### src/rtl/noc_pkt_gen.sv
// ============================================================================
// Module   : noc_pkt_gen
// Purpose  : NoC traffic generator. Walks a destination table, skips its own
//            node id and offers timestamped packets with a programmable gap.
//            Define PKT_GEN_LFSR_EN to add LFSR-driven random destinations.
// Revision : 1.0 - initial release
// ============================================================================
`default_nettype none

module noc_pkt_gen #(
    parameter int ROUTER_NUM = 9,
    parameter int ID_SIZE    = 4,
    parameter int TIME_SIZE  = 10,
    parameter int DATA_SIZE  = 20,
    parameter int CNT_SIZE   = 8,
    parameter int RATE_SIZE  = 4,
    localparam int PKT_W     = 2*ID_SIZE + TIME_SIZE + DATA_SIZE + 2
) (
    input  logic                          clk,
    input  logic                          rst_n,
    input  logic                          enable,
    input  logic                          flush,
    input  logic [ID_SIZE-1:0]            self_id,
    input  logic [CNT_SIZE-1:0]           send_num,
    input  logic [RATE_SIZE-1:0]          rate,
    input  logic [1:0]                    mode,
    input  logic [ROUTER_NUM*ID_SIZE-1:0] dst_seq,
    input  logic                          pkt_ready,
    output logic                          pkt_valid,
    output logic [PKT_W-1:0]              pkt_data,
    output logic [CNT_SIZE-1:0]           sent_cnt,
    output logic                          task_send_finish_flag
);

    localparam int PTR_W = (ROUTER_NUM > 1) ? $clog2(ROUTER_NUM) : 1;
    localparam logic [1:0] C_TYPE = 2'b01;

    typedef enum logic [2:0] {
        S_IDLE = 3'd0,
        S_SEL  = 3'd1,
        S_SEND = 3'd2,
        S_GAP  = 3'd3,
        S_DONE = 3'd4
    } state_t;

    state_t                 r_state;
    state_t                 w_next;
    logic [PTR_W-1:0]       r_ptr;
    logic [PTR_W-1:0]       w_ptr_inc;
    logic [PTR_W-1:0]       w_idx;
    logic [CNT_SIZE-1:0]    r_sent_cnt;
    logic [TIME_SIZE-1:0]   r_time;
    logic [RATE_SIZE-1:0]   r_gap;
    logic [PKT_W-1:0]       r_pkt;
    logic [ID_SIZE-1:0]     w_dst;
    logic                   w_is_self;
    logic                   w_quota_met;
    logic                   w_last;

    assign w_ptr_inc   = (r_ptr == PTR_W'(ROUTER_NUM - 1)) ? '0 : r_ptr + PTR_W'(1);
    assign w_dst       = dst_seq[int'(w_idx)*ID_SIZE +: ID_SIZE];
    assign w_is_self   = (w_dst == self_id);
    assign w_quota_met = (r_sent_cnt >= send_num);
    // Widened by one bit so a full-scale count cannot wrap in the compare.
    assign w_last      = (({1'b0, r_sent_cnt} + (CNT_SIZE+1)'(1)) >= {1'b0, send_num});

`ifdef PKT_GEN_LFSR_EN
    logic [15:0] r_lfsr;
    logic [15:0] w_lfsr_mod;

    always_ff @(posedge clk or negedge rst_n) begin
        if (!rst_n) begin
            r_lfsr <= 16'hACE1;
        end else begin
            r_lfsr <= {r_lfsr[14:0], r_lfsr[15] ^ r_lfsr[13] ^ r_lfsr[12] ^ r_lfsr[10]};
        end
    end

    assign w_lfsr_mod = r_lfsr % 16'(ROUTER_NUM);
    assign w_idx      = (mode == 2'b10) ? PTR_W'(w_lfsr_mod) : r_ptr;
`else
    assign w_idx      = r_ptr;
`endif

    always_ff @(posedge clk or negedge rst_n) begin
        if (!rst_n) begin
            r_state <= S_IDLE;
        end else begin
            r_state <= w_next;
        end
    end

    always_comb begin
        w_next = r_state;
        if (flush) begin
            w_next = S_IDLE;
        end else begin
            case (r_state)
                S_IDLE: begin
                    if (enable) begin
                        w_next = (send_num == '0) ? S_DONE : S_SEL;
                    end
                end
                S_SEL: begin
                    if (enable) begin
                        if (w_quota_met) begin
                            w_next = S_DONE;
                        end else if (!w_is_self) begin
                            w_next = S_SEND;
                        end
                    end
                end
                S_SEND: begin
                    if (pkt_ready) begin
                        if (w_last) begin
                            w_next = S_DONE;
                        end else if (rate == '0) begin
                            w_next = S_SEL;
                        end else begin
                            w_next = S_GAP;
                        end
                    end
                end
                S_GAP: begin
                    if (enable && (r_gap == '0)) begin
                        w_next = S_SEL;
                    end
                end
                S_DONE:  w_next = S_DONE;
                default: w_next = S_IDLE;
            endcase
        end
    end

    // Timestamp base runs regardless of flush so packet times stay monotonic.
    always_ff @(posedge clk or negedge rst_n) begin
        if (!rst_n) begin
            r_time <= '0;
        end else begin
            r_time <= r_time + TIME_SIZE'(1);
        end
    end

    always_ff @(posedge clk or negedge rst_n) begin
        if (!rst_n) begin
            r_ptr      <= '0;
            r_sent_cnt <= '0;
            r_gap      <= '0;
            r_pkt      <= '0;
        end else if (flush) begin
            r_ptr      <= '0;
            r_sent_cnt <= '0;
            r_gap      <= '0;
        end else begin
            case (r_state)
                S_SEL: begin
                    if (enable && !w_quota_met) begin
                        if (w_is_self) begin
                            r_ptr <= w_ptr_inc;
                        end else begin
                            r_pkt <= {self_id, w_dst, r_time, DATA_SIZE'(r_sent_cnt), C_TYPE};
                        end
                    end
                end
                S_SEND: begin
                    if (pkt_ready) begin
                        r_sent_cnt <= r_sent_cnt + CNT_SIZE'(1);
                        r_ptr      <= (mode == 2'b01) ? '0 : w_ptr_inc;
                        r_gap      <= rate - RATE_SIZE'(1);
                    end
                end
                S_GAP: begin
                    if (enable && (r_gap != '0)) begin
                        r_gap <= r_gap - RATE_SIZE'(1);
                    end
                end
                default: ;
            endcase
        end
    end

    assign pkt_valid             = (r_state == S_SEND);
    assign task_send_finish_flag = (r_state == S_DONE);
    assign pkt_data              = r_pkt;
    assign sent_cnt              = r_sent_cnt;

endmodule

`default_nettype wire

### config.mk
export PLATFORM = sky130hd
export DESIGN_NAME = noc_pkt_gen
export DESIGN_NICKNAME = d
export VERILOG_FILES = /design/src/rtl/noc_pkt_gen.sv
export SDC_FILE = /design/constraint.sdc
export NUM_CORES = 1
export LEC_CHECK = 0
export CORE_AREA = 2 2 101 103
export DETAILED_ROUTE_END_ITERATION = 7
export DIE_AREA = 0 0 103 105
export GPL_TIMING_DRIVEN = 0
export HOLD_SLACK_MARGIN = 0.03
export PLACE_DENSITY = 0.82
export SETUP_SLACK_MARGIN = 0.5
export SKIP_CTS_REPAIR_TIMING = 1
export SYNTH_ARGS = -nofsm -noshare
export SYNTH_HDL_FRONTEND = slang
export SYNTH_SLANG_ARGS = --single-unit
### constraint.sdc
create_clock -name clk -period 2.95 [get_ports clk]
set_input_delay 0.59 -clock clk [delete_from_list [all_inputs] [get_ports clk]]
set_output_delay 0.59 -clock clk [all_outputs]
set_load 0.02 [all_outputs]
==> run summary <==
STA puts the critical path data required time at 3.15 ns. The synthesized netlist occupies a cell area of 0.00378 mm². The category of the worst setup path capture point is a register. Clock-pin slew was measured on the worst setup and hold paths at 0.10 ns.

The critical path starts at dst_seq[19]. The type of origin of the critical path is a primary input. The signal on the critical path passes through clkdlybuf4s50_1, mux4_2, a2bb2oi_1, a22oi_1, nand2_1, o2111ai_4, or3b_4, buf_12, clkbuf_16, mux2_4. The logs give 0.146 for the clock network power share and 0.575 for the worst max-slew margin expressed relative to the limit.

The tools report the top-level port count as 109. The floorplan step defined a die boundary enclosing 0.0108 mm². The run finished with clean final reports. In the layout the commonest cells are 87 x sky130_fd_sc_hd__clkdlybuf4s50_1, 53 x sky130_fd_sc_hd__dfrtp_1, 29 x sky130_fd_sc_hd__buf_4, 23 x sky130_fd_sc_hd__nand2_1, 23 x sky130_fd_sc_hd__mux2_4. Final worst hold slack: 0.208 ns. Using the TritonRoute via totals, the vias-per-cell ratio works out to 5.08. Internal power comes to 1.87 mW. The total of buffers placed on input and output ports came out at 94. In this run the worst hold path is classified as primary input to async pin.

The total global routing overflow is 0, and the total power density per cell area is 537 mW/mm². The tools report the leakage power summed over all cells as 2.57 nW. Once placement finished, the instance area stood at 0.00503 mm². The post-detailed-routing wire length was 9320 µm; the worst-case clock buffer depth was 2. At the pin with the least slew margin, the transition time is 0.638 ns.

For the sequential share of power, the log shows 0.342. The HPWL after detailed placement is 7140 µm. The library cell used most frequently in the layout, excluding fill and tap cells, is sky130_fd_sc_hd__clkdlybuf4s50_1.

The utilization after layout was 0.566. The run gives 0 as the remaining antenna violation count. For this design the total switching power over the nets is 1.05 mW.

Setup repair after global routing could not meet its margin everywhere. Summed over all instances, the cell type with the most area after synthesis is sky130_fd_sc_hd__dfrtp_1. The share of flip-flops with an asynchronous set or reset after synthesis was 1.00.

The number of antenna diodes in the final layout is 0. The first global-routing pass estimated 15300 µm of wire. For the number of global-route vias before repair, the log shows 3251. For the number of antenna violations at the first check in global routing, the log shows 0. For this run, design rule violations remaining after detail routing come to 0. The worst clock skew came out at 0.00314 ns. VDD sags by at most 0.273 mV. The layout net count was 580.

For the finished layout, the period the worst path requires is 2.93 ns. Dividing the detail-routed wire length by the instance count gives 14.7 µm. The logs give 5 for the total CTS buffers and 0 for the count of warnings emitted by yosys.

The die boundary height is 105 µm, and the post-route standard cell area excluding fillers is 0.00546 mm². The fraction of power consumed by combinational cells is 0.512, and the count of maximum capacitance violations is 0. In this run the critical register-to-register path is launched from r_ptr[0]$_DFFE_PN0P_.

The area share of the largest cell type after synthesis was 0.371. At the worst endpoint, the arrival time is 3.12 ns. Ranked by total cell area, the synthesized netlist is headed by sky130_fd_sc_hd__dfrtp_1 37%, sky130_fd_sc_hd__mux2_4 7.2%, sky130_fd_sc_hd__ha_1 7.0%. Entering global routing, the biggest net connects 43 pins. The insertion delay to the later sink of the worst-skew pair was 0.30 ns; the starting utilization of the core area was 0.392. TritonCTS built the clock tree.

The clock net in this run drives a total of 56 sinks. In this design, the stage delay of the slowest critical-path cell is 0.47 ns. The number of cells on the worst reg-to-reg path came out at 11. The run gives 0.172 as the overall track demand over capacity in global routing. The max-slew violation total from the final report is 0. Routability-driven placement finished with a final weighted congestion of 0.916.

The number of storage elements in the synthesis netlist is 56. The worst-path maximum fanout works out to 5. The part of the cycle the worst path needs was 0.992; the horizontal die dimension was 103 µm. The floorplan has 36 rows. The number of different library cells used by synthesis comes to 65.

The fraction of final layout cells sized beyond drive strength 1 came out at 0.236. Timing would allow up to 342 MHz. The switching share of power works out to 0.360.

Counting every instance in the synthesized netlist gives 368. The area of the core region is 0.00964 mm², and the count of flip-flops with a built-in enable after synthesis is 0. The logs give 2 for the total number of H-tree levels and 0.371 for the portion of the post-synthesis area used by sequential elements. In this run the mean area of a mapped cell was 10.3 µm². The number of hold violations in the final report was 0; the count of endpoints failing setup in the final report was 0. The area growth from synthesis to layout works out to 44.5%. For this design, the slowest cell found on the critical path is sky130_fd_sc_hd__mux4_2. Before antenna repair, the detailed router went through 4 iterations. The critical path in this run is classified as primary input to register. Number of violations reported at the end of detailed-routing iteration 0: 74. The most used flip-flop cell after synthesis is sky130_fd_sc_hd__dfrtp_1. The cell sitting at the root of the clock tree is a sky130_fd_sc_hd__clkbuf_8.

Across all layers, the routed design uses 3219 vias.
## path summary, 6_finish.rpt
path / endpoint / slack (ns)
setup / recovery: pkt_data[25]$_DFFE_PN0P_ / 0.02
hold / removal: r_ptr[1]$_DFFE_PN0P_ / 0.21
setup reg to reg: pkt_data[25]$_DFFE_PN0P_ / 0.02
hold reg to reg: pkt_data[0]$_DFFE_PN0P_ / 0.49
max in group asynchronous: sent_cnt[2]$_DFFE_PN0P_ / 2.17
min in group clk: pkt_data[0]$_DFFE_PN0P_ / 0.49
## stage by stage
step / cells / power (mW) / setup slack [ns] / setup TNS (ns)
finish: 634 / 2.93 / 0.0249 / 0
global route: 634 / 3.13 / -0.138 / -3.09
CTS: 616 / 2.83 / -0.0746 / -1.19
detailed placement: 608 / 2.39 / -0.402 / -10.03
global placement: 607 / 2.35 / -0.670 / -34.82
floorplan: 380 / 1.92 / 0.251 / 0
## metal layers
metal	up-vias	global-route usage	wire, µm
met5	-	0	0
met4	0	0.0461	141
met3	19	0.0334	454
met2	92	0.294	4910
met1	1542	0.218	3810
li1	1566	-	-
## critical path, delay by kind of cell
family / cells / cell delay, ns
mux: 2 / 0.76
buf+inv: 3 / 0.72
simple gates: 2 / 0.55
compound gates: 3 / 0.51
## cells in the mapped netlist (3+ instances only)
cell	n
sky130_fd_sc_hd__a21oi_1	18
sky130_fd_sc_hd__a22oi_1	3
sky130_fd_sc_hd__a31oi_1	4
sky130_fd_sc_hd__buf_4	14
sky130_fd_sc_hd__buf_6	3
sky130_fd_sc_hd__clkbuf_1	4
sky130_fd_sc_hd__dfrtp_1	56
sky130_fd_sc_hd__ha_1	21
sky130_fd_sc_hd__inv_1	22
sky130_fd_sc_hd__mux2_2	8
sky130_fd_sc_hd__mux2_4	18
sky130_fd_sc_hd__mux2i_1	15
sky130_fd_sc_hd__mux4_2	3
sky130_fd_sc_hd__nand2_1	23
sky130_fd_sc_hd__nand2b_1	7
sky130_fd_sc_hd__nand3_1	15
sky130_fd_sc_hd__nand3b_1	5
sky130_fd_sc_hd__nand4_1	3
sky130_fd_sc_hd__nor2_1	22
sky130_fd_sc_hd__nor2b_1	8
sky130_fd_sc_hd__nor3_1	3
sky130_fd_sc_hd__nor4_1	4
sky130_fd_sc_hd__o21ai_0	17
sky130_fd_sc_hd__or3_1	5
sky130_fd_sc_hd__xnor2_1	12
sky130_fd_sc_hd__xor2_1	6
## flip-flops by register name (all words and copies together) (netlist names)
register,flops
r_time,10
pkt_data,27
r_state,3
r_gap,4
r_ptr,4
sent_cnt,8
## final cells by class
cell class                 count  area, µm²
buffer                        25        215
clock buffer                   5       68.8
clock inverter                 3       22.5
fill                         837       4180
inverter                      22       82.6
multi-input combinational    277       2350
sequential                    56       1410
tap                          133        166
timing repair buffer         113       1150
## cells by family after synthesis
| kind of cell | Yosys count | synth area share |
|---|---|---|
| flip-flops | 56 | 0.371 |
| XOR/XNOR | 18 | 0.0417 |
| adder cells (fa/ha/maj) | 21 | 0.0696 |
| buffers and inverters | 47 | 0.0746 |
| AND/OR/NAND/NOR | 106 | 0.148 |
| multiplexers | 44 | 0.153 |
| other | 1 | 0.000993 |
| AO/OA/AOI/OAI | 75 | 0.140 |
## power groups by stage
stage,clock network (mW),logic [mW],registers (mW)
after global routing,0.480,1.63,1.02
after global placement,0,1.35,1.01
final,0.427,1.50,1.00
after CTS,0.449,1.38,1.00
after detailed placement,0,1.38,1.02
after floorplan,0,0.791,1.13
Note: power is estimated with default switching activity, not from simulation.
==> RTL edit 1 (same settings) <==
Put a register stage on the output `task_send_finish_flag`, without a reset. The value now appears one clock later. The other outputs are not delayed to match.
--- a/src/rtl/noc_pkt_gen.sv
+++ b/src/rtl/noc_pkt_gen.sv
@@ -182,3 +182,5 @@
     assign pkt_valid             = (r_state == S_SEND);
-    assign task_send_finish_flag = (r_state == S_DONE);
+    always_ff @(posedge clk) begin
+        task_send_finish_flag <= (r_state == S_DONE);
+    end
     assign pkt_data              = r_pkt;
Check against the original RTL: not equivalent (Yosys sat finds a counterexample within 4 cycles, from zero or initial values and one cycle with rst_n low).
==> RTL edit 1 against the unedited design <==
- the run now ends with setup timing left
- utilization grew 2.0 points
- worst setup slack got worse by 0.098 ns
- total power rose by 13%
- critical path depth grew 1
- wire length increased by 5.6%
- area after synthesis grew 0.53%
- sequential cell count rose by 1
- cell area up 3.5%
- critical path type unchanged
- critical endpoint is now pkt_data[26]
==> RTL edit 1: results <==
INSERT INTO impl_metrics (metric_group, metric, value, unit) VALUES
('power_and_ir_drop', 'ir_drop', '0.293', 'mV'),
('drt', 'dr_total_vias', '3371', ''),
('timing', 'setup_viol', '23', ''),
('worst_setup_path', 'regToRegEndpoint', 'pkt_data[26]', ''),
('outcome', 'failed_checks', 'setup timing', ''),
('drt', 'detail_route.iter0.violations', '124', ''),
('cts', 'numCtsBuffers', '9', ''),
('cts', 'clkSinkCount', '57', ''),
('place', 'hpwl_after_dpl', '7.06', 'mm'),
('grt', 'via_count_of_the_first_global_routing_pass', '3239', ''),
('yosys', 'async_flop_share', '98.2', '%'),
('layout', 'n_fill_cell', '863', ''),
('yosys', 'synthDistinctLibCells', '66', ''),
('timing', 'timing_worst_slew_pin_value', '0.671', 'ns'),
('grt', 'pin_count_of_the_biggest_net_entering_global_routing', '40', ''),
('worst_setup_path', 'critical-path-top-delay-family', 'buffers and inverters', ''),
('layout', 'buffering_overhead', '25.3', '%'),
('layout', 'non_clock_buffer_count', '145', ''),
('place', 'dp_worst_setup_slack', '-0.443', 'ns'),
('cts', 'htree_levels', '3', ''),
('worst_setup_path', 'critical-path-max-stage-delay', '0.50', 'ns'),
('outcome', 'status', 'finished, violations left', ''),
('layout', 'ff_latch_area', '1430', 'µm²'),
('worst_setup_path', 'critical_path_arrival', '3.25', 'ns'),
('cts', 'clkLatencyLatePin', '0.34', 'ns'),
('timing', 'final_setup_slack_of_the_worst_path', '-0.0728', 'ns');
RTL edit 1: cell count changes in the layout (fill, tap and decap cells not counted), moves of 2 or more:
cell and delta:
sky130_fd_sc_hd__clkbuf_8 +4, sky130_fd_sc_hd__mux2_2 +4, sky130_fd_sc_hd__mux2_4 -4, sky130_fd_sc_hd__buf_4 +3, sky130_fd_sc_hd__buf_6 +3, sky130_fd_sc_hd__a22oi_1 -2
sky130_fd_sc_hd__a22oi_2 +2, sky130_fd_sc_hd__clkdlybuf4s50_1 +2, sky130_fd_sc_hd__clkinv_2 +2, sky130_fd_sc_hd__clkinvlp_4 +2, sky130_fd_sc_hd__dlymetal6s2s_1 -2
RTL edit 1: worst register-to-register path: cells and delay by family (launching register included):
kind,cells,cell delay [ns]
and+or+nand+nor,2,0.87
AOI/OAI and AO/OA,4,0.82
buffers and inverters,4,0.49
DFF,1,0.40
muxes,1,0.29
RTL edit 1: logic make-up (layout without fill, tap and decap cells):
kind of cell             Yosys count  count (layout)  synth area share [%]
AND/OR/NAND/NOR                  106             106                  14.8
AO/OA/AOI/OAI                     75              75                  14.0
flip-flops                        57              57                  37.4
buffers and inverters             47             182                  7.42
multiplexers                      44              44                  15.2
adder cells (fa/ha/maj)           21              21                  6.92
XOR/XNOR                          18              18                  4.15
other                              1              13                0.0988
RTL edit 1: where the power goes:
part           internal, W  leakage (nW)  switching, W  total, W
clock network     0.000380        0.0909      0.000328  0.000708
registers         0.000920         0.726      0.000101   0.00102
logic             0.000845          1.78      0.000734   0.00158
RTL edit 1: routing by layer:
metal | global-route usage [%] | share of wire (%) | up-vias | routed length (µm)
li1 | - | - | 1598 | -
met2 | 28.4 | 49 | 113 | 4860
met4 | 5.26 | 1.2 | 0 | 114
met3 | 4.48 | 5.3 | 11 | 522
met1 | 23.2 | 44 | 1649 | 4340
met5 | 0 | 0 | - | 0
RTL edit 1: through the flow:
step	util, %	setup TNS (ns)	instance area (µm²)	cells	hold slack [ns]
global route	58.6	-2.96	5650	649	0.216
detailed placement	52.4	-10.59	5050	609	0.485
floorplan	-	0	3930	381	0.294
global placement	52.2	-32.83	5040	608	0.450
CTS	54.3	-1.47	5240	624	0.203
finish	58.6	-1.06	5650	649	0.195
RTL edit 1: worst max-delay path by stage:
stage / from / endpoint / depth (start not counted)
finish: dst_seq[10] / pkt_data[26] / 11
global route: self_id[0] / pkt_data[33] / 11
CTS: send_num[0] / pkt_data[38] / 11
detailed placement: send_num[0] / pkt_data[30] / 11
global placement: rst_n / sent_cnt[1] / 1
floorplan: dst_seq[13] / pkt_data[31] / 9
==> RTL edit 2 (same settings) <==
Made on the original files. Add a define of `PKT_GEN_LFSR_EN`.
--- a/src/rtl/noc_pkt_gen.sv
+++ b/src/rtl/noc_pkt_gen.sv
@@ -8,2 +8,4 @@
 `default_nettype none
+
+`define PKT_GEN_LFSR_EN
 
Behaviour: not the same (Yosys sat finds a counterexample within 4 cycles, from zero or initial values and one cycle with rst_n low).
==> RTL edit 2 against the unedited design <==
- sequential cell count rose by 16
- count of clock-buffer cells in the layout grew 5
- clock skew rose by 0.0095 ns
- the flow now finishes with violations (setup timing)
- wire length grew 130%
- area after synthesis is 65% higher
- utilization increased by 33 points
- cell count is 54% higher
- critical endpoint unchanged
- clock power is 89% higher
- cell area is 59% higher
- worst setup slack worse by 7.6 ns
- total power increased by 9.8%
==> RTL edit 2: results <==
INSERT INTO impl_metrics (metric_group, metric, value, unit) VALUES
('layout', 'finalNetCount', '922', ''),
('timing', 'setup_viol', '35', ''),
('cts', 'clkLatencyLatePin', '0.37', 'ns'),
('timing', 'final_setup_slack_of_the_worst_path', '-7.54', 'ns'),
('outcome', 'failed_checks', 'setup timing', ''),
('timing', 'clock-skew-final', '0.0126', 'ns'),
('cts', 'htree_levels', '3', ''),
('worst_setup_path', 'setup.worst_path.class', 'reg2reg', ''),
('floorplanning', 'initial_utilization', '64.6', '%'),
('worst_setup_path', 'cp_max_fo', '10', ''),
('yosys', 'synthDistinctLibCells', '100', ''),
('power_and_ir_drop', 'p_sw', '0.00110', 'W'),
('yosys', 'synth_common_cells', 'sky130_fd_sc_hd__dfrtp_1 (64), sky130_fd_sc_hd__nand2_1 (52), sky130_fd_sc_hd__nor2_1 (43)', ''),
('power_and_ir_drop', 'powerSeq', '0.00121', 'W'),
('layout', 'drive_above_1_share', '28.8', '%'),
('yosys', 'synth_fa_ha_area_share', '5.34', '%'),
('outcome', 'status', 'finished, violations left', ''),
('worst_setup_path', 'timing.reg2reg.worst_path_depth', '45', ''),
('worst_setup_path', 'crit_path_start', 'r_lfsr[15]', ''),
('grt', 'grt_pass1_wl', '27.4', 'mm'),
('drt', 'detail_route.iter0.violations', '786', ''),
('drt', 'avgViaCountPerCell', '6.79', ''),
('yosys', 'synth_sequential_area_ratio', '29.1', '%'),
('power_and_ir_drop', 'ir_drop', '0.353', 'mV'),
('grt', 'grt_use_met3', '4.48', '%'),
('timing', 'totalNegativeSetupSlack', '-252.50', 'ns');
==> RTL edit 2: metrics by stage <==
step / setup WS [ns] / instances / power, W / util [%] / hold slack [ns]
2_1_floorplan: -6.59 / 689 / 0.00183 / - / 0.294
3_3_place_gp: -7.44 / 916 / 0.00224 / 77.2 / 0.356
3_5_place_dp: -7.69 / 916 / 0.00228 / 77.2 / 0.357
4_1_cts: -7.73 / 932 / 0.00308 / 79.2 / 0.370
5_1_grt: -7.78 / 976 / 0.00333 / 90.1 / 0.379
6_report: -7.54 / 976 / 0.00321 / 90.1 / 0.357
==> RTL edit 2: final cells by class <==
| cell class | instances | area share (%) |
|---|---|---|
| multi-input cells | 544 | 54.3 |
| flip-flops and latches | 72 | 20.9 |
| repair buffers | 138 | 15.5 |
| plain buffers | 40 | 3.73 |
| well taps | 133 | 1.92 |
| clock buffers | 10 | 1.47 |
| inverters | 33 | 1.43 |
| clock inverters | 6 | 0.793 |
==> RTL edit 2: critical path, delay by kind of cell, from the launching register on <==
family / cells / cell delay, ns
compound gates: 14 / 3.34
simple gates: 12 / 2.45
fa+ha+maj: 3 / 0.68
xor+xnor: 1 / 0.14
buf+inv: 10 / 1.49
mux: 5 / 1.70
flops: 1 / 0.57
==> RTL edit 2: per-layer routing <==
layer	routed length, µm	share of wire (%)	up-vias
met1	7640	36	3181
met3	1680	8.0	125
met2	10700	51	482
met5	0	0	-
li1	-	-	2839
met4	1090	5.2	0
